<file path="config.mk">
export PLATFORM = sky130hd
export DESIGN_NAME = fn_call_arbiter
export DESIGN_NICKNAME = d
export VERILOG_FILES = /design/src/rtl/fn_call_arbiter_pkg.sv /design/src/rtl/fn_call_arbiter_rr_pick.sv /design/src/rtl/fn_call_arbiter.sv
export SDC_FILE = /design/constraint.sdc
export NUM_CORES = 1
export LEC_CHECK = 0
export CAP_MARGIN = 0
export CORE_MARGIN = 2
export CORE_UTILIZATION = 40
export CTS_BUF_LIST = sky130_fd_sc_hd__clkbuf_8
export CTS_CLUSTER_DIAMETER = 50
export DETAILED_ROUTE_END_ITERATION = 10
export PLACE_DENSITY = 0.89
export SYNTH_ARGS = -nofsm -noshare
export SYNTH_HDL_FRONTEND = slang
export SYNTH_SLANG_ARGS = --single-unit
</file>
<file path="constraint.sdc">
create_clock -name clk -period 4.66 [get_ports clk]
set_input_delay 0.932 -clock clk [delete_from_list [all_inputs] [get_ports clk]]
set_output_delay 0.932 -clock clk [all_outputs]
set_load 0.02 [all_outputs]
</file>
<file path="src/rtl/fn_call_arbiter_pkg.sv">
// fn_call_arbiter_pkg: default data width and FSM state
// encoding shared by the arbiter and its round-robin picker.
package fn_call_arbiter_pkg;

  localparam int INT_N = 16;

  typedef enum logic [1:0] {
    IDLE   = 2'd0,
    ISSUE  = 2'd1,
    WAIT   = 2'd2,
    RETURN = 2'd3
  } state_e;

endpackage

</file>
<file path="src/rtl/fn_call_arbiter_rr_pick.sv">
// fn_call_arbiter_rr_pick: combinational round-robin picker.
// req/ptr in; grant = first set req at or after ptr, any = req!=0.
module fn_call_arbiter_rr_pick
  import fn_call_arbiter_pkg::*;
#(
  parameter int N  = 4,
  parameter int OW = 2
) (
  input  logic [N-1:0]  req,
  input  logic [OW-1:0] ptr,
  output logic [OW-1:0] grant,
  output logic          any
);

  int idx;

  // Wrap by compare so non-power-of-two N works.
  always_comb begin
    grant = '0;
    any   = 1'b0;
    idx   = 0;
    for (int k = 0; k < N; k++) begin
      idx = int'(ptr) + k;
      if (idx >= N) idx = idx - N;
      if (!any && req[OW'(idx)]) begin
        any   = 1'b1;
        grant = OW'(idx);
      end
    end
  end

endmodule

</file>
<file path="src/rtl/fn_call_arbiter.sv">
// fn_call_arbiter: shares one function instance among N requesters,
// one call at a time, round-robin grant; busy/owner for debug.
module fn_call_arbiter
  import fn_call_arbiter_pkg::*;
#(
  parameter int N = 4,
  parameter int W = INT_N
) (
  input  logic                          clk,
  input  logic                          nrst,
  input  logic [N-1:0]                  req_in_valid,
  output logic [N-1:0]                  req_in_ready,
  input  logic [N*W-1:0]                req_in0,
  output logic [N-1:0]                  req_out_valid,
  input  logic [N-1:0]                  req_out_ready,
  output logic [W-1:0]                  req_out0,
  output logic                          fn_in_valid,
  input  logic                          fn_in_ready,
  output logic [W-1:0]                  fn_in0,
  input  logic                          fn_out_valid,
  output logic                          fn_out_ready,
  input  logic [W-1:0]                  fn_out0,
  output logic                          busy,
  output logic [$clog2(N > 1 ? N : 2)-1:0] owner
);

  localparam int OW = $clog2(N > 1 ? N : 2);

  state_e          state_q, state_d;
  logic [OW-1:0]   rr_ptr_q, rr_ptr_d;
  logic [OW-1:0]   owner_q, owner_d;
  logic [W-1:0]    arg_q, arg_d;
  logic [W-1:0]    res_q, res_d;
  logic [OW-1:0]   grant;
  logic            any;
  logic [W-1:0]    args [N];

  fn_call_arbiter_rr_pick #(
    .N  (N),
    .OW (OW)
  ) u_pick (
    .req   (req_in_valid),
    .ptr   (rr_ptr_q),
    .grant (grant),
    .any   (any)
  );

  always_comb begin
    for (int i = 0; i < N; i++) begin
      args[i] = req_in0[i*W +: W];
    end
  end

  always_comb begin
    state_d  = state_q;
    rr_ptr_d = rr_ptr_q;
    owner_d  = owner_q;
    arg_d    = arg_q;
    res_d    = res_q;
    unique case (state_q)
      IDLE: begin
        if (any) begin
          arg_d    = args[grant];
          owner_d  = grant;
          rr_ptr_d = (grant == OW'(N - 1)) ? '0 : grant + 1'b1;
          state_d  = ISSUE;
        end
      end
      ISSUE: begin
        if (fn_in_ready) state_d = WAIT;
      end
      WAIT: begin
        if (fn_out_valid) begin
          res_d   = fn_out0;
          state_d = RETURN;
        end
      end
      RETURN: begin
        if (req_out_ready[owner_q]) state_d = IDLE;
      end
      default: state_d = IDLE;
    endcase
  end

  always_ff @(posedge clk) begin
    if (!nrst) begin
      state_q  <= IDLE;
      rr_ptr_q <= '0;
      owner_q  <= '0;
      arg_q    <= '0;
      res_q    <= '0;
    end else begin
      state_q  <= state_d;
      rr_ptr_q <= rr_ptr_d;
      owner_q  <= owner_d;
      arg_q    <= arg_d;
      res_q    <= res_d;
    end
  end

  // Outputs decode from registered state; only the IDLE accept
  // is combinational so a request completes in its first cycle.
  always_comb begin
    req_in_ready  = '0;
    req_out_valid = '0;
    if (state_q == IDLE && any) req_in_ready[grant] = 1'b1;
    if (state_q == RETURN) req_out_valid[owner_q] = 1'b1;
  end

  assign req_out0     = res_q;
  assign fn_in_valid  = (state_q == ISSUE);
  assign fn_in0       = arg_q;
  assign fn_out_ready = (state_q == WAIT);
  assign busy         = (state_q != IDLE);
  assign owner        = owner_q;

endmodule

</file>
==> impl_metrics.toml <==
[worst_hold_path]
hold-path-endpoint = "fn_in0[5]"
holdPathStages = 2
hp-start = "fn_in0[5]"
min_path_type = "flop to flop"

[critical_path]
worstPathCellList = "clkdlybuf4s50_1, a21oi_1, o21a_1, o22ai_1, inv_1, ha_1, and2_1, clkdlybuf4s50_1"
r2r_slack_ns = 2.65
cpMostUsedCell = "clkdlybuf4s50_1"
reg2regPathDepth = 6
slowest_stage = "clkdlybuf4s50_1"
cp.required_ns = 3.73
crit_arrival_ns = 3.08
r2r-end = "fn_in0[0]"
cp-end-kind = "output pin"
max_stage_delay_ns = 0.57
worstSetupPathType = "input pin to output pin"
worstPathMaxFanout = 5
reg2reg_from = "rr_ptr_q[1]"
crit_buf_inv = 3
crit_family = "buffers and inverters"
cp-start-kind = "input pin"

[yosys]
synth_fp_nets = 323
syn_area_mm2 = 0.00203
syn_inst = 226
yosys_warnings = 0
ys_ff_latch = 38
seq_area_frac_synth_pct = 37.5
syn_avg_cell_area_um2 = 8.98
yosysUniqueCellTypes = 28

[clock_network]
ctsHoldBuffers = 0
cts_htree_levels = 2
cts_tree = "built"
postCtsSetupBuffers = 0
cts_root_buffer = "clkbuf_8"
ctsResizeCount = 0
numCtsBuffers = 5
worstSkewPairLatency_ns = 0.29
ctsLongestPathBuffers = 2
path_clk_slew_ns = 0.08
cts_num_sinks = 38

[place]
dp_cells = 418
port_buffers = 136
gp_congestion = 0.853
dpl.hpwl_um = 4890

[die]
die_y_um = 75.2
dieArea_mm2 = 0.00566
core.rowCount = 25
initial_core_util_pct = 42.1
coreArea_mm2 = 0.00482
die_width_um = 75.2
io_pins = 137

[global_routing]
grt_pass1_vias = 2077
grt_pass1_wl_um = 9690
antenna_found_initial = 0
grt_max_degree = 33
track_usage_pct = 22.6
grt_overflow = 0

[layout]
drive_gt1_share_pct = 4.46
final_cells = 426
syn_to_final_growth_pct = 73.9
mostFrequentLayoutCell = "clkdlybuf4s50_1"
multi_input_area_mm2 = 0.00115
regArea_um2 = 761
antenna_cells = 0
nFillCells = 374
final_nets = 455
layout_common_cells = "clkdlybuf4s50_1, nand2_1, dfxtp_1, mux2i_1, a21boi_0"

[route]
drt.antenna.violating_nets = 0
via_count = 2144
drc = 0
first_iter_violations = 105
firstDrtPassIters = 4
wl_per_cell_um = 15.2
drt_wl_total_um = 6470
viasPerCell = 5.03

[timing]
hold_violations = 0
slew_violations = 0
setup_viol = 0
max_freq_mhz = 249
rsz0062_at_grt = "false"
finClkSkew_ns = 0.00469
fin_setup_tns_ns = 0
period_minus_slack_ns = 4.01
worst_pin_slew_ns = 0.795
period_share_pct = 86.0
slew_headroom_pct = 46.8

[power]
leakagePower_uw = 0.00132
ir_drop_mv = 0.281
power_density_mw_per_mm2 = 480

[status]
status = "finished clean"

[run]
maxCapViolations = 0
==> final cells by class <==
type                            count  area share [%]
Tap cell                           67            2.38
Multi-Input combinational cell    168            32.5
Sequential cell                    38            21.6
Clock buffer                        5            1.95
Clock inverter                      3            1.95
Inverter                            8           0.851
Timing Repair Buffer              137            38.8
==> per-stage QoR <==
stage               setup WS, ns  util (%)  instance area (µm²)  total power, µW  hold WS [ns]
floorplan                   1.72         -                 2030             1020         0.469
global placement           0.724      70.4                 3390             1340         0.443
detailed placement         0.676      70.4                 3390             1360         0.452
CTS                        0.673      73.3                 3530             1700         0.466
global route               0.525      73.3                 3530             1800         0.495
finish                     0.652      73.3                 3530             1690         0.466
==> state kept, by name, indices dropped and copies added, names as in the netlist <==
| signal | count |
|---|---|
| fn_in0 | 16 |
| owner | 2 |
| req_out0 | 16 |
| rr_ptr_q | 2 |
| state_q | 2 |
==> tightest hold or removal path, stage by stage, from the launching register on <==
cell	delay, ns
dfxtp_1	0.33
nand2_1	0.05
o221ai_1	0.06
==> report_power, final <==
group	total, µW	switching, µW	internal (µW)
clock	340	125	215
combinational	869	453	416
sequential	484	63.2	420
==> cells in the mapped netlist <==
library cell	n	area share [%]
clkbuf_1	5	0.92
buf_6	5	2.8
nand3_1	1	0.25
nor2_1	5	0.92
buf_4	2	0.74
and3_1	2	0.62
mux2i_1	33	16
o21ai_0	2	0.49
nor3b_1	1	0.37
nand3_2	2	0.99
nor4_2	1	0.62
dfxtp_1	38	37
inv_1	8	1.5
nor2_4	1	0.55
nand2_1	59	11
mux4_2	1	1.1
a21boi_0	19	7.0
o22ai_1	2	0.62
ha_1	5	3.1
o21a_1	1	0.37
o221ai_2	1	0.74
a21oi_1	5	1.2
o221ai_1	16	6.9
and2_1	4	1.2
o31ai_1	2	0.74
nand2b_1	2	0.62
nand2b_2	1	0.43
nor3_1	2	0.49
==> kinds of logic (layout without fill, tap and decap cells) <==
logic type	count (synthesis)	in the layout	synth area share, %
AOI/OAI and AO/OA	48	48	18.1
adders and majority gates	5	5	3.08
buffers and inverters	20	153	5.92
DFF	38	38	37.5
muxes	34	34	17.4
and+or+nand+nor	81	81	18.0
==> how the worst max path moves through the flow <==
stage | from | end | depth (start not counted)
after global routing | req_in_valid[0] | req_in_ready[3] | 8
after floorplan | req_in_valid[0] | req_in_ready[0] | 5
final | req_in_valid[0] | req_in_ready[3] | 8
after CTS | req_in_valid[0] | req_in_ready[3] | 8
after detailed placement | req_in_valid[0] | req_in_ready[3] | 8
after global placement | req_in_valid[0] | req_in_ready[3] | 8
==> per-layer routing <==
metal | vias to the layer above | global-route usage, % | wire length (µm)
met5 | - | 0 | 0
met4 | 0 | 7.80 | 144
met3 | 10 | 6.56 | 481
met2 | 86 | 39.4 | 3420
met1 | 987 | 26.6 | 2420
li1 | 1061 | - | -
No activity file was read; power rests on OpenSTA's default activity.
